`src/rtl/cp0_unit_pkg.sv`:
```
// Shared CP0 constants: handler entry, register addresses, exception codes.
package cp0_unit_pkg;
    localparam logic [31:0] HANDLER  = 32'h0000_4180;
    localparam int          IM_W     = 6;

    localparam logic [4:0]  CP0_SR    = 5'd12;
    localparam logic [4:0]  CP0_CAUSE = 5'd13;
    localparam logic [4:0]  CP0_EPC   = 5'd14;
    localparam logic [4:0]  CP0_PRID  = 5'd15;

    localparam logic [4:0]  EXC_INT  = 5'd0;
    localparam logic [4:0]  EXC_ADEL = 5'd4;
    localparam logic [4:0]  EXC_ADES = 5'd5;
    localparam logic [4:0]  EXC_SYS  = 5'd8;
    localparam logic [4:0]  EXC_RI   = 5'd10;
    localparam logic [4:0]  EXC_OV   = 5'd12;

    localparam logic [31:0] PRID_VAL = 32'h4255_4141;
endpackage

```
`src/rtl/cp0_unit_if.sv`:
```
// M-stage <-> CP0 bundle: mtc0/mfc0 access, exception info down the pipe, req/EPC back.
interface cp0_unit_if;
    logic        cp0_we;
    logic [4:0]  cp0_addr;
    logic [31:0] cp0_wdata;
    logic [31:0] cp0_rdata;
    logic [31:0] vpc;
    logic        bd_in;
    logic [4:0]  exc_code_in;
    logic        eret;
    logic        req;
    logic [31:0] epc_out;

    modport master (
        output cp0_we, cp0_addr, cp0_wdata, vpc, bd_in, exc_code_in, eret,
        input  cp0_rdata, req, epc_out
    );
    modport slave (
        input  cp0_we, cp0_addr, cp0_wdata, vpc, bd_in, exc_code_in, eret,
        output cp0_rdata, req, epc_out
    );
endinterface

```
`src/rtl/cp0_req_gen.sv`:
```
// Combinational exception/interrupt arbiter; interrupts take priority over pipe exceptions.
module cp0_req_gen
    import cp0_unit_pkg::*;
#(
    parameter int IM_W = 6
) (
    input  logic            ie,
    input  logic            exl,
    input  logic [IM_W-1:0] im,
    input  logic [IM_W-1:0] hw_int,
    input  logic [4:0]      exc_code_in,
    output logic            req,
    output logic [4:0]      exc_sel
);
    logic int_req, exc_req;

    assign int_req = ie & ~exl & (|(hw_int & im));
    assign exc_req = (exc_code_in != EXC_INT) & ~exl;
    assign req     = int_req | exc_req;
    assign exc_sel = int_req ? EXC_INT : exc_code_in;
endmodule

```
`src/rtl/cp0_unit.sv`:
```
// Coprocessor 0 (SR/Cause/EPC) for the M stage. Optional PRId register under CP0_PRID_EN.
module cp0_unit
    import cp0_unit_pkg::*;
#(
    parameter int IM_W = 6
) (
    input  logic            clk,
    input  logic            reset,
    input  logic [IM_W-1:0] hw_int,
    cp0_unit_if.slave       bus
);
    logic [IM_W-1:0] im, ip;
    logic            exl, ie, bd;
    logic [4:0]      exc_code, exc_sel;
    logic [31:0]     epc, epc_next, sr_val, cause_val;
    logic            req;

    cp0_req_gen #(.IM_W(IM_W)) u_req_gen (
        .ie          (ie),
        .exl         (exl),
        .im          (im),
        .hw_int      (hw_int),
        .exc_code_in (bus.exc_code_in),
        .req         (req),
        .exc_sel     (exc_sel)
    );

    assign bus.req = req;
    // Delay-slot faults return to the branch so it is re-executed.
    assign epc_next = (bus.vpc & ~32'd3) - (bus.bd_in ? 32'd4 : 32'd0);

    always_comb begin
        sr_val              = '0;
        sr_val[10 +: IM_W]  = im;
        sr_val[1]           = exl;
        sr_val[0]           = ie;
        cause_val             = '0;
        cause_val[31]         = bd;
        cause_val[10 +: IM_W] = ip;
        cause_val[6:2]        = exc_code;
    end

    always_comb begin
        bus.cp0_rdata = '0;
        case (bus.cp0_addr)
            CP0_SR:    bus.cp0_rdata = sr_val;
            CP0_CAUSE: bus.cp0_rdata = cause_val;
            CP0_EPC:   bus.cp0_rdata = epc;
`ifdef CP0_PRID_EN
            CP0_PRID:  bus.cp0_rdata = PRID_VAL;
`endif
            default:   bus.cp0_rdata = '0;
        endcase
    end

    // An mtc0 EPC still in M must be visible to an eret issuing behind it.
    assign bus.epc_out = (bus.cp0_we && bus.cp0_addr == CP0_EPC) ? bus.cp0_wdata : epc;

    always_ff @(posedge clk) begin
        if (reset) begin
            im       <= '0;
            exl      <= 1'b0;
            ie       <= 1'b0;
            bd       <= 1'b0;
            ip       <= '0;
            exc_code <= '0;
            epc      <= '0;
        end else begin
            ip <= hw_int;
            if (req) begin
                exl      <= 1'b1;
                exc_code <= exc_sel;
                bd       <= bus.bd_in;
                epc      <= epc_next;
            end else begin
                if (bus.eret)
                    exl <= 1'b0;
                if (bus.cp0_we) begin
                    case (bus.cp0_addr)
                        CP0_SR: begin
                            im  <= bus.cp0_wdata[10 +: IM_W];
                            exl <= bus.cp0_wdata[1];
                            ie  <= bus.cp0_wdata[0];
                        end
                        CP0_EPC: epc <= bus.cp0_wdata;
                        default: ;
                    endcase
                end
            end
        end
    end
endmodule

```
`src/flat_wrapper.sv`:
```
// flat-port wrapper written by rule: the top's interface ports become plain ports
module cp0_unit_flat import cp0_unit_pkg::*;
#(
    parameter int IM_W = 6
)
  (clk, reset, hw_int, bus_cp0_we, bus_cp0_addr, bus_cp0_wdata, bus_vpc, bus_bd_in, bus_exc_code_in, bus_eret, bus_cp0_rdata, bus_req, bus_epc_out);
  cp0_unit_if bus_i ();
  input  logic clk;
  input  logic reset;
  input  logic [IM_W-1:0] hw_int;
  input wire logic [$bits(bus_i.cp0_we)-1:0] bus_cp0_we;
  input wire logic [$bits(bus_i.cp0_addr)-1:0] bus_cp0_addr;
  input wire logic [$bits(bus_i.cp0_wdata)-1:0] bus_cp0_wdata;
  input wire logic [$bits(bus_i.vpc)-1:0] bus_vpc;
  input wire logic [$bits(bus_i.bd_in)-1:0] bus_bd_in;
  input wire logic [$bits(bus_i.exc_code_in)-1:0] bus_exc_code_in;
  input wire logic [$bits(bus_i.eret)-1:0] bus_eret;
  output wire logic [$bits(bus_i.cp0_rdata)-1:0] bus_cp0_rdata;
  output wire logic [$bits(bus_i.req)-1:0] bus_req;
  output wire logic [$bits(bus_i.epc_out)-1:0] bus_epc_out;
  assign bus_i.cp0_we = bus_cp0_we;
  assign bus_i.cp0_addr = bus_cp0_addr;
  assign bus_i.cp0_wdata = bus_cp0_wdata;
  assign bus_i.vpc = bus_vpc;
  assign bus_i.bd_in = bus_bd_in;
  assign bus_i.exc_code_in = bus_exc_code_in;
  assign bus_i.eret = bus_eret;
  assign bus_cp0_rdata = bus_i.cp0_rdata;
  assign bus_req = bus_i.req;
  assign bus_epc_out = bus_i.epc_out;
  cp0_unit #(.IM_W(IM_W)) u_core (.clk(clk), .reset(reset), .hw_int(hw_int), .bus(bus_i));
endmodule
```
`config.mk`:
```
export PLATFORM = sky130hd
export DESIGN_NAME = cp0_unit_flat
export DESIGN_NICKNAME = d
export VERILOG_FILES = /design/src/rtl/cp0_unit_pkg.sv /design/src/rtl/cp0_unit_if.sv /design/src/rtl/cp0_req_gen.sv /design/src/rtl/cp0_unit.sv /design/src/flat_wrapper.sv
export SDC_FILE = /design/constraint.sdc
export NUM_CORES = 1
export LEC_CHECK = 0
export BUFFER_PORTS_ARGS = -buffer_cell sky130_fd_sc_hd__buf_2
export CAP_MARGIN = 0
export CORE_MARGIN = 2
export CORE_UTILIZATION = 48
export DETAILED_ROUTE_END_ITERATION = 8
export GPL_TIMING_DRIVEN = 1
export PLACE_DENSITY = 0.88
export SETUP_SLACK_MARGIN = 0.15
export SYNTH_ARGS = -nofsm -noshare
export SYNTH_HDL_FRONTEND = slang
export SYNTH_HIERARCHICAL = 1
export SYNTH_SLANG_ARGS = --single-unit
export TNS_END_PERCENT = 5
```
`constraint.sdc`:
```
create_clock -name clk -period 3 [get_ports clk]
set_input_delay 0.15 -clock clk [delete_from_list [all_inputs] [get_ports clk]]
set_output_delay 0.15 -clock clk [all_outputs]
set_load 0.005 [all_outputs]
```
# Word-level counts from Yosys, hierarchy flattened
# Cells that the tools add are included.
[op_classes]
n_mux = 11
addsub = 1
reduce_logical = 7
n_eq_ne = 3
bitwise_logic = 7
[ops]
columns = ["operator", "count"]
rows = [
  ["32-bit two-way mux", 4],
  ["32-bit case mux with 3 select lines", 1],
  ["32-bit subtractor", 1],
  ["5-bit by 4-bit equality test with 1-bit output (second input constant)", 3],
  ["6-bit bitwise AND", 1],
  ["6-bit OR reduction", 1],
  ["5-bit two-way mux", 1],
  ["5-bit nonzero test", 1],
  ["1-bit two-way mux", 4],
  ["2-bit nonzero test", 2],
  ["1-bit bitwise AND", 3],
  ["3-bit two-way mux", 1],
  ["3-bit AND reduction", 1],
  ["1-bit inverter", 2],
  ["2-bit AND reduction", 1],
  ["1-bit logical AND", 1],
  ["1-bit OR", 1],
]
[word_totals]
register_bits = 52
input_bits = 85
out_inout_bits = 65
word_cells = 36

# Logic depth before layout (Yosys ltp)
# Gate-level depths: netlist of run 1.
[depth]
word_depth = 6
depth_mapped = 8
depth_no_buf = 7

# Hierarchy
# Netlist of run 1, hierarchy kept.
[by_module_without_submodules]
columns = ["module", "area_per_inst_um2", "n_inst", "seq_area_each_um2", "cells_per_inst"]
rows = [
  ["cp0_unit", 3388.2, 1, 1041.0, 382],
  ["cp0_req_gen", 102.6, 1, 0.0, 13],
]

# Worst setup path after synthesis of run 1
# OpenSTA, ideal clock, no wires.
[synth_path]
kind = "input-to-reg"
from = "input bus_vpc[2]"
to = "register u_core.epc[28]"
setup_time_ns = 0.091
slack_ns = 0.824
t_arrival_ns = 2.085
required_ns = 2.909
stages = 8
path_buffers = 1
cell_sequence = "inv_1 -> ha_1 -> ha_1 -> or4b_4 -> or2_1 -> buf_6 -> or4_1 -> a311oi_1"
[synth_via]
elab_chain_len = 2
[synth_rtl]
columns = ["element", "line", "rtl"]
rows = [
  ["from (decl)", "flat_wrapper.sv:14", "input wire logic [$bits(bus_i.vpc)-1:0] bus_vpc;"],
  ["32-bit subtractor", "cp0_unit.sv:30", "assign epc_next = (bus.vpc & ~32'd3) - (bus.bd_in ? 32'd4 : 32'd0);"],
  ["32-bit two-way mux", "cp0_unit.sv:70", "if (req) begin"],
  ["to (signal assigned)", "cp0_unit.sv:74", "epc <= epc_next;"],
  ["to (signal assigned)", "cp0_unit.sv:85", "CP0_EPC: epc <= bus.cp0_wdata;"],
  ["to (decl)", "cp0_unit.sv:15", "logic [31:0] epc, epc_next, sr_val, cause_val;"],
]
# No other way between the ends.
# A chain may end at the register's enable or synchronous reset.

# Worst setup path in the final report of run 1
[layout_path]
from = "register u_core.im[1]"
to = "register u_core.epc[30]"
[layout_via]
elab_chain_len = 6
elab_cells_between_ends = 8
classes_between = "mux (1); bitwise (3); reduce/logical (4)"
[layout_rtl]
columns = ["element", "line", "rtl"]
rows = [
  ["from (decl)", "cp0_unit.sv:12", "logic [IM_W-1:0] im, ip;"],
  ["from (signal assigned)", "cp0_unit.sv:81", "im <= bus.cp0_wdata[10 +: IM_W];"],
  ["6-bit bitwise AND *", "cp0_req_gen.sv:17", "assign int_req = ie & ~exl & (|(hw_int & im));"],
  ["6-bit OR reduction *", "cp0_req_gen.sv:17", ""],
  ["1-bit bitwise AND *", "cp0_req_gen.sv:17", ""],
  ["1-bit OR *", "cp0_req_gen.sv:19", "assign req = int_req | exc_req;"],
  ["2-bit nonzero test (no source line)", "-", ""],
  ["2-bit AND reduction (no source line)", "-", ""],
]
# Every way passes the cells marked *; elsewhere a longest branch is shown, timed or not.

==> metrics.txt, run 1 <==
# TYPE chip_impl_metric gauge
chip_impl_metric{name="synth-xor-area-share",unit="%"} 3.26
chip_impl_metric{name="grt_pass1_vias",unit=""} 3441
chip_impl_metric{name="synth_adder_area_share",unit="%"} 0.717
chip_impl_info{name="setup.worst_path.class",value="reg -> reg"} 1
chip_impl_metric{name="post_synthesis_net_count",unit=""} 482
chip_impl_metric{name="sequential_cell_area",unit="um2"} 1040
chip_impl_info{name="worst_hold_path_class",value="in -> reg"} 1
chip_impl_info{name="outcome",value="finished clean"} 1
chip_impl_metric{name="ctsLongestPathBuffers",unit=""} 2
chip_impl_metric{name="detail_route.drc_violations",unit=""} 0
chip_impl_metric{name="max_cap_viol_count",unit=""} 0
chip_impl_metric{name="synth.area.mux_share",unit="%"} 6.95
chip_impl_metric{name="port-buffer-count",unit=""} 147
chip_impl_metric{name="yosysWarningCount",unit=""} 6
chip_impl_metric{name="path_depth",unit=""} 7
chip_impl_metric{name="path_max_fanout",unit=""} 40
chip_impl_metric{name="ys_async_sr_fraction",unit="%"} 0
chip_impl_info{name="setup.worst_path.start_class",value="flip-flop"} 1
chip_impl_info{name="cpLargestDelayFamily",value="compound AO/OA/AOI/OAI gates"} 1
chip_impl_metric{name="timing.final.max_slew_violations",unit=""} 0
chip_impl_info{name="synth_top_family_by_area",value="simple AND/OR/NAND/NOR gates"} 1
chip_impl_metric{name="cp_data_required_time",unit="ns"} 3.25
chip_impl_metric{name="clock_tree.htree_level_count",unit=""} 2
chip_impl_metric{name="dp_hpwl",unit="mm"} 8.02
chip_impl_metric{name="detailroute.via_count",unit=""} 3700
chip_impl_metric{name="fin_crit",unit="ns"} 2.43
chip_impl_metric{name="fp-row-count",unit=""} 31
chip_impl_metric{name="layout.filler_cells",unit=""} 683
chip_impl_metric{name="clkSinkCount",unit=""} 52
chip_impl_metric{name="gp_routability_congestion",unit=""} 0.885
chip_impl_metric{name="timing_hold_violations_final",unit=""} 0
chip_impl_metric{name="post_layout_nonfiller_instances",unit=""} 627
chip_impl_metric{name="synth_seq_area_share",unit="%"} 29.8
chip_impl_info{name="slowest_cell_on_the_critical_path",value="sky130_fd_sc_hd__o21bai_4"} 1
chip_impl_metric{name="pin_count_of_the_biggest_net_entering_global_routing",unit=""} 45
chip_impl_metric{name="postRouteWirelength",unit="mm"} 10.5
chip_impl_metric{name="synth_cell_types",unit=""} 55
chip_impl_metric{name="grt.total_usage",unit="%"} 25.2
chip_impl_info{name="worstPathCellList",value="a22oi_1, a311oi_4, o21bai_4, inv_1, nor3_1, and4_1, a211o_1"} 1
chip_impl_metric{name="hold_path_depth",unit=""} 2
chip_impl_metric{name="pwr_density_cell",unit="nW/um2"} 357
chip_impl_metric{name="insertion_delay",unit="ns"} 0.31
chip_impl_metric{name="ant_nets",unit=""} 0
chip_impl_info{name="most-common-layout-cells",value="147 x sky130_fd_sc_hd__buf_2, 52 x sky130_fd_sc_hd__dfxtp_1, 34 x sky130_fd_sc_hd__a211oi_1"} 1
chip_impl_metric{name="core_area",unit="um2"} 7140
chip_impl_metric{name="fp.dieW",unit="um"} 89.3
chip_impl_metric{name="antenna_cells",unit=""} 0
chip_impl_info{name="layout.cells.most_common",value="sky130_fd_sc_hd__buf_2"} 1
chip_impl_metric{name="layout.nets",unit=""} 614
chip_impl_metric{name="boundaryPins",unit=""} 150
chip_impl_info{name="synth.area.top_cells",value="sky130_fd_sc_hd__dfxtp_1 30%, sky130_fd_sc_hd__a211oi_1 7.3%, sky130_fd_sc_hd__a21o_1 4.7%"} 1
chip_impl_metric{name="cts_inserted_buffers",unit=""} 5
chip_impl_metric{name="ir_worst_vdd",unit="mV"} 0.177
chip_impl_metric{name="area_growth_syn_to_layout",unit="%"} 24.9
chip_impl_metric{name="post_synth_inst_count",unit=""} 395
chip_impl_info{name="synth_flop_cell",value="sky130_fd_sc_hd__dfxtp_1"} 1
chip_impl_metric{name="synth_enable_flop_cells",unit=""} 0
chip_impl_metric{name="synth.cell_area",unit="um2"} 3490
chip_impl_metric{name="final_global_route_overflow_total",unit=""} 0
chip_impl_metric{name="cts.reportedPaths.clkPinSlew",unit="ns"} 0.10
chip_impl_metric{name="drt-pass1-iter-count",unit=""} 5
chip_impl_metric{name="synth-seq-cells",unit=""} 52
chip_impl_metric{name="count_of_instances_resized_after_the_clock_tree_is_built",unit=""} 0
chip_impl_metric{name="setup_viol",unit=""} 0
chip_impl_metric{name="die_height",unit="um"} 89.3
chip_impl_metric{name="drtIter0Drc",unit=""} 290
chip_impl_metric{name="total_power",unit="uW"} 1560
chip_impl_metric{name="grt_first_pass_wirelength",unit="mm"} 15.8
chip_impl_metric{name="postCtsSetupRepairBufs",unit=""} 0
chip_impl_metric{name="max_slew.worst_pin.slew",unit="ns"} 1.01
chip_impl_metric{name="post_synth.cell_area_avg",unit="um2"} 8.84
chip_impl_metric{name="crit_share_post_route",unit="%"} 81.0
chip_impl_metric{name="initial_antenna_violation_count",unit=""} 1
chip_impl_metric{name="delay_contributed_by_the_slowest_stage_of_the_critical_path",unit="ns"} 0.51
chip_impl_metric{name="headroom_to_the_max_slew_limit",unit="%"} 32.3
chip_impl_metric{name="timing.reg2reg.worst_path_depth",unit=""} 7
chip_impl_metric{name="dpl.cell_count",unit=""} 619
chip_impl_info{name="crit_path_end_kind",value="flip-flop"} 1
chip_impl_metric{name="wire_per_inst",unit="um"} 16.8
chip_impl_info{name="tritoncts_clock_tree",value="done"} 1
chip_impl_metric{name="fmaxAchievable",unit="MHz"} 411
chip_impl_info{name="rsz0062_at_grt",value="no"} 1
chip_impl_info{name="yosys.area.top_type",value="sky130_fd_sc_hd__dfxtp_1"} 1
chip_impl_metric{name="simple_gate_share_of_the_synthesized_area",unit="%"} 26.8
chip_impl_info{name="cts.root.buffer_cell",value="sky130_fd_sc_hd__clkbuf_8"} 1
chip_impl_metric{name="ctsHoldBuffers",unit=""} 0
chip_impl_metric{name="leakagePower",unit="uW"} 0.00223
chip_impl_metric{name="tns",unit="ns"} 0
chip_impl_metric{name="crit_buf_inv",unit=""} 1
chip_impl_metric{name="floorplan.initialDensity",unit="%"} 48.9
chip_impl_metric{name="layout_utilization",unit="%"} 61.1
chip_impl_metric{name="multi_input_comb_area",unit="um2"} 2250
chip_impl_metric{name="synth_compound_area_share",unit="%"} 26.0
chip_impl_metric{name="cp.arrival",unit="ns"} 2.68
chip_impl_metric{name="avgViaCountPerCell",unit=""} 5.90
chip_impl_metric{name="yosys.area.top_type_share",unit="%"} 29.8
chip_impl_metric{name="finClkSkew",unit="ns"} 0.0102
chip_impl_metric{name="dieArea",unit="um2"} 7970
chip_impl_metric{name="final_layout_size_suffix_gt1_share",unit="%"} 36.0
==> layer usage <==
metal / up-vias / routed length [um] / GRT usage [%]
met2: 193 / 5110 / 43.8
li1: 1787 / - / -
met4: 2 / 220 / 7.87
met1: 1694 / 4380 / 32.3
met5: - / 13 / 0
met3: 24 / 801 / 3.60
==> final cells by class <==
| cell class | count | area share, % |
|---|---|---|
| tap | 99 | 2.84 |
| multi-input combinational | 299 | 51.5 |
| clock buffer | 6 | 1.89 |
| timing repair buffer | 156 | 18.4 |
| sequential | 52 | 23.9 |
| clock inverter | 2 | 0.316 |
| inverter | 13 | 1.12 |
==> power by group <==
part	leakage, uW	switching [uW]	internal (uW)
clock	0.0000516	246	189
sequential	0.000430	36.0	740
combinational	0.00175	178	168
==> registers in the layout (all words and copies together), names as in the netlist <==
| name | cells |
|---|---|
| u_core/ie | 1 |
| u_core/epc | 32 |
| u_core/exc_code | 5 |
| u_core/bd | 1 |
| u_core/im | 6 |
| u_core/exl | 1 |
| u_core/ip | 6 |
==> through the flow <==
| step | cell area (um2) | hold slack [ns] | worst slack [ns] |
|---|---|---|---|
| 6_report | 4360 | 0.0565 | 0.569 |
| 2_1_floorplan | 3490 | 0.278 | 0.824 |
| 5_1_grt | 4360 | 0.0542 | 0.391 |
| 3_5_place_dp | 4260 | 0.384 | 0.493 |
| 3_3_place_gp | 4260 | 0.377 | 0.566 |
| 4_1_cts | 4360 | 0.0555 | 0.591 |
==> Yosys cell counts (4+ instances only) <==
cell type                  instances
sky130_fd_sc_hd__a211o_1           5
sky130_fd_sc_hd__a211oi_1         34
sky130_fd_sc_hd__a21o_1           22
sky130_fd_sc_hd__a222oi_1          6
sky130_fd_sc_hd__a22o_1            8
sky130_fd_sc_hd__a311oi_1         12
sky130_fd_sc_hd__and2_1           20
sky130_fd_sc_hd__and3_1           23
sky130_fd_sc_hd__and4_1            4
sky130_fd_sc_hd__clkbuf_1         22
sky130_fd_sc_hd__clkbuf_8          4
sky130_fd_sc_hd__dfxtp_1          52
sky130_fd_sc_hd__inv_1            13
sky130_fd_sc_hd__mux2_2           10
sky130_fd_sc_hd__mux2i_1          13
sky130_fd_sc_hd__nand2_1           7
sky130_fd_sc_hd__nand3_1           6
sky130_fd_sc_hd__nor2_1           24
sky130_fd_sc_hd__nor2b_1          11
sky130_fd_sc_hd__nor3_1            8
sky130_fd_sc_hd__nor4_1            5
sky130_fd_sc_hd__o31ai_1           6
sky130_fd_sc_hd__or3_1             8
sky130_fd_sc_hd__or4_1             9
sky130_fd_sc_hd__xnor2_1           7
sky130_fd_sc_hd__xor2_1            6
==> worst reg2reg max path: stages, from the launching register on <==
cell,delay [ns]
sky130_fd_sc_hd__dfxtp_1,0.38
sky130_fd_sc_hd__a22oi_1,0.14
sky130_fd_sc_hd__a311oi_4,0.45
sky130_fd_sc_hd__o21bai_4,0.51
sky130_fd_sc_hd__inv_1,0.32
sky130_fd_sc_hd__nor3_1,0.24
sky130_fd_sc_hd__and4_1,0.22
sky130_fd_sc_hd__a211o_1,0.11
==> cell families (layout without fill, tap and decap cells) <==
family | Yosys count | count (layout)
AO/OA/AOI/OAI | 111 | 111
flip-flops | 52 | 52
buffers and inverters | 44 | 177
multiplexers | 23 | 23
AND/OR/NAND/NOR | 150 | 150
XOR/XNOR | 13 | 13
adder cells (fa/ha/maj) | 2 | 2
==> worst paths after layout <==
path                              from                     endpoint  slack, ns
max          u_core/im[1]$_SDFFE_PP0P_  u_core/epc[30]$_SDFFE_PP0P_       0.57
min                          hw_int[2]      u_core/ip[2]$_SDFF_PP0_       0.06
max reg2reg  u_core/im[1]$_SDFFE_PP0P_  u_core/epc[30]$_SDFFE_PP0P_       0.57
min reg2reg     u_core/bd$_SDFFE_PP0P_       u_core/bd$_SDFFE_PP0P_       0.52
(Power assumes the default switching activity.)
==> run 2: changes to the inputs <==
--- a/config.mk
+++ b/config.mk
@@ -5,13 +5,14 @@
 export SDC_FILE = /design/constraint.sdc
 export NUM_CORES = 1
 export LEC_CHECK = 0
+export ABC_AREA = 1
 export BUFFER_PORTS_ARGS = -buffer_cell sky130_fd_sc_hd__buf_2
 export CAP_MARGIN = 0
 export CORE_MARGIN = 2
-export CORE_UTILIZATION = 48
+export CORE_UTILIZATION = 44
 export DETAILED_ROUTE_END_ITERATION = 8
 export GPL_TIMING_DRIVEN = 1
-export PLACE_DENSITY = 0.88
+export PLACE_DENSITY = 0.84
 export SETUP_SLACK_MARGIN = 0.15
 export SYNTH_ARGS = -nofsm -noshare
 export SYNTH_HDL_FRONTEND = slang
==> constraint.sdc (replaced) <==
create_clock -name clk -period 2 [get_ports clk]
set_input_delay 0.1 -clock clk [delete_from_list [all_inputs] [get_ports clk]]
set_output_delay 0.1 -clock clk [all_outputs]
set_load 0.005 [all_outputs]
==> metrics.txt, run 2 <==
# TYPE chip_impl_metric gauge
chip_impl_info{name="outcome",value="finished clean"} 1
chip_impl_metric{name="timing.final.max_slew_violations",unit=""} 0
chip_impl_metric{name="yosys.area.top_type_share",unit="%"} 29.3
chip_impl_metric{name="drtIter0Drc",unit=""} 262
chip_impl_metric{name="pin_count_of_the_biggest_net_entering_global_routing",unit=""} 38
chip_impl_metric{name="placed_standard_cell_area",unit="um2"} 4400
chip_impl_metric{name="setup_ws",unit="ns"} 0.298
chip_impl_metric{name="timing_hold_violations_final",unit=""} 0
chip_impl_metric{name="clkSinkCount",unit=""} 52
chip_impl_metric{name="avgViaCountPerCell",unit=""} 4.97
chip_impl_metric{name="post_synthesis_net_count",unit=""} 659
chip_impl_info{name="tritoncts_clock_tree",value="done"} 1
chip_impl_metric{name="layout.filler_cells",unit=""} 770
chip_impl_metric{name="antenna_cells",unit=""} 0
chip_impl_info{name="top_register",value="u_core/epc"} 1
chip_impl_info{name="crit_path_frequent_cell",value="sky130_fd_sc_hd__nand2_1"} 1
chip_impl_metric{name="detail_route.drc_violations",unit=""} 0
chip_impl_metric{name="ff2ff_setup_slack",unit="ns"} 0.30
chip_impl_metric{name="ctsLongestPathBuffers",unit=""} 2
chip_impl_metric{name="path_max_fanout",unit=""} 16
chip_impl_metric{name="yosysWarningCount",unit=""} 6
chip_impl_info{name="layout.cells.most_common",value="sky130_fd_sc_hd__buf_2"} 1
chip_impl_metric{name="synth.cell_area",unit="um2"} 3550
chip_impl_metric{name="headroom_to_the_max_slew_limit",unit="%"} 67.0
chip_impl_metric{name="ctsHoldBuffers",unit=""} 0
chip_impl_metric{name="synth_seq_area_share",unit="%"} 29.3
chip_impl_info{name="cts.root.buffer_cell",value="sky130_fd_sc_hd__clkbuf_8"} 1
chip_impl_info{name="worstPathCellList",value="nand2_1, nand2_1, nor2_2, nand2_2, nand2_1, nand2_1, inv_2, nor2_2, buf_4, o21ai_0, o21ai_1"} 1
chip_impl_metric{name="count_of_instances_resized_after_the_clock_tree_is_built",unit=""} 0
chip_impl_info{name="synth.area.top_cells",value="sky130_fd_sc_hd__dfxtp_1 29%, sky130_fd_sc_hd__nand2_1 15%, sky130_fd_sc_hd__inv_1 11%"} 1
chip_impl_info{name="r2r_end",value="u_core/epc[15]$_SDFFE_PP0P_"} 1
chip_impl_metric{name="crit_buf_inv",unit=""} 2
chip_impl_metric{name="synth_cell_types",unit=""} 37
chip_impl_info{name="worst_hold_path_class",value="in -> reg"} 1
chip_impl_metric{name="hold_path_depth",unit=""} 3
chip_impl_metric{name="dpl_worst_slack",unit="ns"} 0.352
chip_impl_metric{name="post_synth_inst_count",unit=""} 572
chip_impl_metric{name="max_cap_viol_count",unit=""} 0
chip_impl_info{name="post-synth-top-count-cell",value="sky130_fd_sc_hd__nand2_1"} 1
chip_impl_metric{name="boundaryPins",unit=""} 150
chip_impl_metric{name="ys_async_sr_fraction",unit="%"} 0
chip_impl_metric{name="delay_contributed_by_the_slowest_stage_of_the_critical_path",unit="ns"} 0.34
chip_impl_metric{name="layout.nets",unit=""} 807
chip_impl_metric{name="ant_nets",unit=""} 0
chip_impl_metric{name="total_power",unit="uW"} 2300
chip_impl_metric{name="swShare",unit="%"} 30.0
chip_impl_metric{name="dieArea",unit="um2"} 8800
chip_impl_info{name="ys_top_cells_by_count",value="140 x sky130_fd_sc_hd__nand2_1, 101 x sky130_fd_sc_hd__inv_1, 68 x sky130_fd_sc_hd__nor2_1"} 1
chip_impl_info{name="regToRegStartpoint",value="u_core/im[5]$_SDFFE_PP0P_"} 1
chip_impl_metric{name="largest_register_ff_count",unit=""} 32
chip_impl_metric{name="stdcell_area",unit="um2"} 4490
chip_impl_info{name="setup.worst_path.class",value="reg -> reg"} 1
chip_impl_metric{name="drt-pass1-iter-count",unit=""} 5
chip_impl_metric{name="pwr_density_cell",unit="nW/um2"} 512
chip_impl_info{name="most-common-layout-cells",value="147 x sky130_fd_sc_hd__buf_2, 140 x sky130_fd_sc_hd__nand2_1, 101 x sky130_fd_sc_hd__inv_1"} 1
chip_impl_info{name="yosys.area.top_type",value="sky130_fd_sc_hd__dfxtp_1"} 1
chip_impl_info{name="reg.largest.list",value="u_core/epc: 32 flops, u_core/im: 6 flops, u_core/ip: 6 flops"} 1
chip_impl_info{name="hold_path_startpoint",value="hw_int[0]"} 1
chip_impl_info{name="rsz0062_at_grt",value="no"} 1
chip_impl_metric{name="fin_crit",unit="ns"} 1.70
chip_impl_metric{name="dp_hpwl",unit="mm"} 8.90
chip_impl_metric{name="cellInternalPower",unit="uW"} 1610
chip_impl_metric{name="cp_data_required_time",unit="ns"} 2.23
chip_impl_metric{name="clock_tree.htree_level_count",unit=""} 2
chip_impl_metric{name="floorplan.initialDensity",unit="%"} 45.7
chip_impl_metric{name="crit_share_post_route",unit="%"} 85.1
chip_impl_metric{name="final_layout_size_suffix_gt1_share",unit="%"} 30.0
chip_impl_metric{name="synth-seq-cells",unit=""} 52
chip_impl_metric{name="die_height",unit="um"} 93.8
chip_impl_metric{name="share_comb_of_total_power",unit="%"} 23.9
chip_impl_metric{name="hold_slack_final",unit="ns"} 0.0178
chip_impl_metric{name="clockPowerShare",unit="%"} 26.8
chip_impl_metric{name="postRouteWirelength",unit="mm"} 10.8
chip_impl_metric{name="switchingPower",unit="uW"} 689
chip_impl_metric{name="setup_viol",unit=""} 0
chip_impl_metric{name="share_seq_of_total_power",unit="%"} 49.4
chip_impl_metric{name="fmaxAchievable",unit="MHz"} 588
chip_impl_info{name="min_to",value="u_core/ip[0]$_SDFF_PP0_"} 1
chip_impl_metric{name="grt.total_usage",unit="%"} 24.3
chip_impl_metric{name="cp.arrival",unit="ns"} 1.93
chip_impl_metric{name="cts_inserted_buffers",unit=""} 5
chip_impl_metric{name="core_area",unit="um2"} 7770
chip_impl_metric{name="timing.reg2reg.worst_path_depth",unit=""} 11
chip_impl_metric{name="post_synth.cell_area_avg",unit="um2"} 6.20
chip_impl_metric{name="leakagePower",unit="uW"} 0.00242
chip_impl_metric{name="grt_first_pass_wirelength",unit="mm"} 17.3
chip_impl_info{name="slowest_cell_on_the_critical_path",value="sky130_fd_sc_hd__dfxtp_1"} 1
chip_impl_metric{name="max_slew.worst_pin.slew",unit="ns"} 0.493
chip_impl_metric{name="wire_per_inst",unit="um"} 13.2
chip_impl_metric{name="area_growth_syn_to_layout",unit="%"} 26.7
chip_impl_metric{name="fp.dieW",unit="um"} 93.8
chip_impl_metric{name="postCtsSetupRepairBufs",unit=""} 0
chip_impl_info{name="cpLargestDelayFamily",value="simple AND/OR/NAND/NOR gates"} 1
chip_impl_metric{name="tns",unit="ns"} 0
chip_impl_metric{name="cts.reportedPaths.clkPinSlew",unit="ns"} 0.09
chip_impl_metric{name="final_global_route_overflow_total",unit=""} 0
chip_impl_metric{name="finClkSkew",unit="ns"} 0.00294
chip_impl_metric{name="initial_antenna_violation_count",unit=""} 0
chip_impl_info{name="setup.worst_path.start_class",value="flip-flop"} 1
chip_impl_info{name="synth_flop_cell",value="sky130_fd_sc_hd__dfxtp_1"} 1
chip_impl_metric{name="grt_pass1_vias",unit=""} 3848
chip_impl_metric{name="synth_enable_flop_cells",unit=""} 0
chip_impl_metric{name="ir_worst_vdd",unit="mV"} 0.235
chip_impl_metric{name="port-buffer-count",unit=""} 147
chip_impl_metric{name="gp_routability_congestion",unit=""} 0.907
chip_impl_metric{name="insertion_delay",unit="ns"} 0.29
chip_impl_metric{name="detailroute.via_count",unit=""} 4090
chip_impl_metric{name="fp-row-count",unit=""} 32
chip_impl_info{name="crit_path_end_kind",value="flip-flop"} 1
[run 2: cells by family (layout without fill, tap and decap cells)]
group	Yosys count	count (layout)	share of synthesized area [%]
XOR/XNOR	8	8	1.98
AND/OR/NAND/NOR	286	286	37.0
buffers and inverters	122	271	13.9
flip-flops	52	52	29.3
AO/OA/AOI/OAI	102	102	17.1
adder cells (fa/ha/maj)	2	2	0.705
[run 2: worst max-delay path by stage]
stage,startpoint,endpoint,cells past startpoint
after floorplan,u_core/ie$_SDFFE_PP0P_,u_core/epc[6]$_SDFFE_PP0P_,8
after global placement,u_core/im[5]$_SDFFE_PP0P_,u_core/epc[12]$_SDFFE_PP0P_,11
after detailed placement,bus_vpc[2],u_core/epc[20]$_SDFFE_PP0P_,10
after CTS,u_core/im[2]$_SDFFE_PP0P_,u_core/epc[15]$_SDFFE_PP0P_,11
after global routing,u_core/im[5]$_SDFFE_PP0P_,u_core/epc[12]$_SDFFE_PP0P_,11
final,u_core/im[5]$_SDFFE_PP0P_,u_core/epc[15]$_SDFFE_PP0P_,11
[run 2: stage by stage]
step / utilization [%] / std cells
floorplan: - / 572
global placement: 56.7 / 815
detailed placement: 56.7 / 815
CTS: 57.8 / 823
global route: 57.8 / 823
finish: 57.8 / 823
[run 2: per-layer routing]
layer,vias to the layer above,global-route usage (%),routed length [um]
li1,2085,-,-
met1,1810,31.4,4600
met2,177,41.9,5300
met3,18,3.05,752
met4,0,7.97,184
met5,-,0,0
[run 2: power by group through the flow]
stage / Clock [uW] / Sequential (uW) / Combinational (uW)
floorplan: 0 / 1150 / 295
global placement: 0 / 1160 / 532
detailed placement: 0 / 1160 / 541
CTS: 622 / 1130 / 543
global route: 664 / 1140 / 610
finish: 615 / 1130 / 548
[run 2: area by class of cell]
type,count,area (um2),area share (%)
Clock buffer,8,90.1,2.01
Inverter,106,399,8.88
Multi-Input combinational cell,398,2010,44.8
Sequential cell,52,1040,23.2
Tap cell,102,128,2.84
Timing Repair Buffer,157,823,18.3
[run 2: worst reg2reg max path: stages (launching register included)]
cell	delay, ns
sky130_fd_sc_hd__dfxtp_1	0.34
sky130_fd_sc_hd__nand2_1	0.05
sky130_fd_sc_hd__nand2_1	0.08
sky130_fd_sc_hd__nor2_2	0.05
sky130_fd_sc_hd__nand2_2	0.11
sky130_fd_sc_hd__nand2_1	0.06
sky130_fd_sc_hd__nand2_1	0.09
sky130_fd_sc_hd__inv_2	0.08
sky130_fd_sc_hd__nor2_2	0.26
sky130_fd_sc_hd__buf_4	0.27
sky130_fd_sc_hd__o21ai_0	0.13
sky130_fd_sc_hd__o21ai_1	0.13
==> run 3: changes to the inputs <==
--- a/config.mk
+++ b/config.mk
@@ -13,6 +13,7 @@
 export DETAILED_ROUTE_END_ITERATION = 8
 export GPL_TIMING_DRIVEN = 1
 export PLACE_DENSITY = 0.84
+export RECOVER_POWER = 25
 export SETUP_SLACK_MARGIN = 0.15
 export SYNTH_ARGS = -nofsm -noshare
 export SYNTH_HDL_FRONTEND = slang
==> metrics.txt, run 3 (synthesized netlist as in run 2, its figures left out) <==
# TYPE chip_impl_metric gauge
chip_impl_metric{name="pwr_density_cell",unit="nW/um2"} 514
chip_impl_metric{name="area_growth_syn_to_layout",unit="%"} 26.0
chip_impl_metric{name="tns",unit="ns"} 0
chip_impl_info{name="reg.largest.list",value="u_core/epc: 32 flops, u_core/im: 6 flops, u_core/ip: 6 flops"} 1
chip_impl_metric{name="leakagePower",unit="uW"} 0.00238
chip_impl_metric{name="max_cap_viol_count",unit=""} 0
chip_impl_metric{name="global_route_met3_usage",unit="%"} 3.05
chip_impl_metric{name="final_global_route_overflow_total",unit=""} 0
chip_impl_metric{name="timing.final.max_slew_violations",unit=""} 0
chip_impl_metric{name="wire_per_inst",unit="um"} 13.2
chip_impl_info{name="crit_path_end_kind",value="output port"} 1
chip_impl_info{name="most-common-layout-cells",value="140 x sky130_fd_sc_hd__nand2_1, 135 x sky130_fd_sc_hd__buf_2, 101 x sky130_fd_sc_hd__inv_1"} 1
chip_impl_metric{name="ctsHoldBuffers",unit=""} 0
chip_impl_info{name="cts.root.buffer_cell",value="sky130_fd_sc_hd__clkbuf_8"} 1
chip_impl_info{name="setup.worst_path.class",value="in -> out"} 1
chip_impl_metric{name="dp_hpwl",unit="mm"} 8.90
chip_impl_metric{name="ant_nets",unit=""} 0
chip_impl_metric{name="ir_worst_vdd",unit="mV"} 0.235
chip_impl_info{name="global_route.peak_usage_layer",value="met2"} 1
chip_impl_metric{name="boundaryPins",unit=""} 150
chip_impl_metric{name="hold_slack_final",unit="ns"} 0.0177
chip_impl_metric{name="avgViaCountPerCell",unit=""} 4.96
chip_impl_metric{name="layout.nets",unit=""} 807
chip_impl_info{name="outcome",value="finished clean"} 1
chip_impl_metric{name="cts_inserted_buffers",unit=""} 5
chip_impl_info{name="tritoncts_clock_tree",value="done"} 1
chip_impl_metric{name="sequential_cell_area",unit="um2"} 1040
chip_impl_metric{name="insertion_delay",unit="ns"} 0.29
chip_impl_metric{name="drtIter0Drc",unit=""} 230
chip_impl_metric{name="largest_register_ff_count",unit=""} 32
chip_impl_info{name="setup.worst_path.start_class",value="primary input"} 1
chip_impl_metric{name="timing_hold_violations_final",unit=""} 0
chip_impl_metric{name="headroom_to_the_max_slew_limit",unit="%"} 60.5
chip_impl_metric{name="clock_tree.htree_level_count",unit=""} 2
chip_impl_metric{name="postCtsSetupRepairBufs",unit=""} 0
chip_impl_info{name="worst_hold_path_class",value="in -> reg"} 1
chip_impl_metric{name="antenna_cells",unit=""} 0
chip_impl_metric{name="cp_data_required_time",unit="ns"} 1.90
chip_impl_info{name="layout.cells.most_common",value="sky130_fd_sc_hd__nand2_1"} 1
chip_impl_metric{name="fp-row-count",unit=""} 32
chip_impl_metric{name="layout.filler_cells",unit=""} 778
chip_impl_metric{name="total_power",unit="uW"} 2290
chip_impl_metric{name="max_slew.worst_pin.slew",unit="ns"} 0.592
chip_impl_metric{name="drt-pass1-iter-count",unit=""} 5
chip_impl_metric{name="detailroute.via_count",unit=""} 4078
chip_impl_metric{name="clkSinkCount",unit=""} 52
chip_impl_metric{name="fmaxAchievable",unit="MHz"} 591
chip_impl_metric{name="setup_viol",unit=""} 0
chip_impl_metric{name="floorplan.initialDensity",unit="%"} 45.7
chip_impl_metric{name="postRouteWirelength",unit="mm"} 10.9
chip_impl_metric{name="met2_usage",unit="%"} 41.9
chip_impl_metric{name="initial_antenna_violation_count",unit=""} 0
chip_impl_metric{name="cp.arrival",unit="ns"} 1.59
chip_impl_metric{name="die_height",unit="um"} 93.8
chip_impl_metric{name="ctsLongestPathBuffers",unit=""} 2
chip_impl_metric{name="layout_utilization",unit="%"} 57.5
chip_impl_metric{name="groute.layer.met1.usage",unit="%"} 31.4
chip_impl_metric{name="grt.total_usage",unit="%"} 24.3
chip_impl_metric{name="grt_first_pass_wirelength",unit="mm"} 17.3
chip_impl_info{name="top_register",value="u_core/epc"} 1
chip_impl_metric{name="gp_routability_congestion",unit=""} 0.907
chip_impl_metric{name="final_layout_size_suffix_gt1_share",unit="%"} 28.3
chip_impl_metric{name="fin_crit",unit="ns"} 1.69
chip_impl_metric{name="multi_input_comb_area",unit="um2"} 2000
chip_impl_metric{name="crit_share_post_route",unit="%"} 84.6
chip_impl_metric{name="detail_route.drc_violations",unit=""} 0
chip_impl_metric{name="dieArea",unit="um2"} 8800
chip_impl_metric{name="grt_pass1_vias",unit=""} 3848
chip_impl_metric{name="count_of_instances_resized_after_the_clock_tree_is_built",unit=""} 0
chip_impl_metric{name="cts.reportedPaths.clkPinSlew",unit="ns"} 0.09
chip_impl_metric{name="port-buffer-count",unit=""} 147
chip_impl_metric{name="pin_count_of_the_biggest_net_entering_global_routing",unit=""} 38
chip_impl_metric{name="finClkSkew",unit="ns"} 0.00215
chip_impl_metric{name="core_area",unit="um2"} 7770
chip_impl_metric{name="fp.dieW",unit="um"} 93.8
chip_impl_metric{name="path_max_fanout",unit=""} 7
chip_impl_info{name="rsz0062_at_grt",value="no"} 1
run 3: final timing paths:
kind,slack (ns),cells after the start,from,endpoint
max reg2reg,0.31,11,u_core/im[5]$_SDFFE_PP0P_,u_core/epc[15]$_SDFFE_PP0P_
max,0.31,8,bus_cp0_addr[3],bus_cp0_rdata[4]
min reg2reg,0.48,2,u_core/im[4]$_SDFFE_PP0P_,u_core/im[4]$_SDFFE_PP0P_
min,0.02,3,hw_int[0],u_core/ip[0]$_SDFF_PP0_
run 3: power by group:
group | total, uW | internal (uW) | switching, uW | leakage, uW
combinational | 545 | 217 | 328 | 0.00190
sequential | 1130 | 1110 | 27.1 | 0.000429
clock | 615 | 283 | 332 | 0.0000455
total | 2290 | 1610 | 687 | 0.00238
run 3: metrics by stage:
step                      worst slack, ns  cells  cell area [um2]
final                               0.308    823             4470
after global routing                0.136    823             4470
after CTS                           0.322    823             4490
after global placement              0.356    815             4400
after detailed placement            0.352    815             4400
after floorplan                     0.473    572             3550
run 3: cell type report:
class	count	area share [%]
sequential	52	23.3
multi-input combinational	398	44.7
clock buffer	8	2.02
tap	102	2.86
inverter	106	8.93
timing repair buffer	157	18.2
run 3: critical path, cell delays in order:
cell	delay, ns
sky130_fd_sc_hd__buf_2	0.07
sky130_fd_sc_hd__nand2_1	0.06
sky130_fd_sc_hd__nor2_1	0.24
sky130_fd_sc_hd__nand2_1	0.09
sky130_fd_sc_hd__nor2_1	0.40
sky130_fd_sc_hd__inv_1	0.22
sky130_fd_sc_hd__o21ai_0	0.25
sky130_fd_sc_hd__buf_2	0.15
run 3: per-layer routing:
| metal | part of all wire, % | up-vias |
|---|---|---|
| met1 | 43 | 1808 |
| met5 | 0 | - |
| met4 | 1.8 | 0 |
| li1 | - | 2083 |
| met3 | 6.9 | 18 |
| met2 | 49 | 169 |
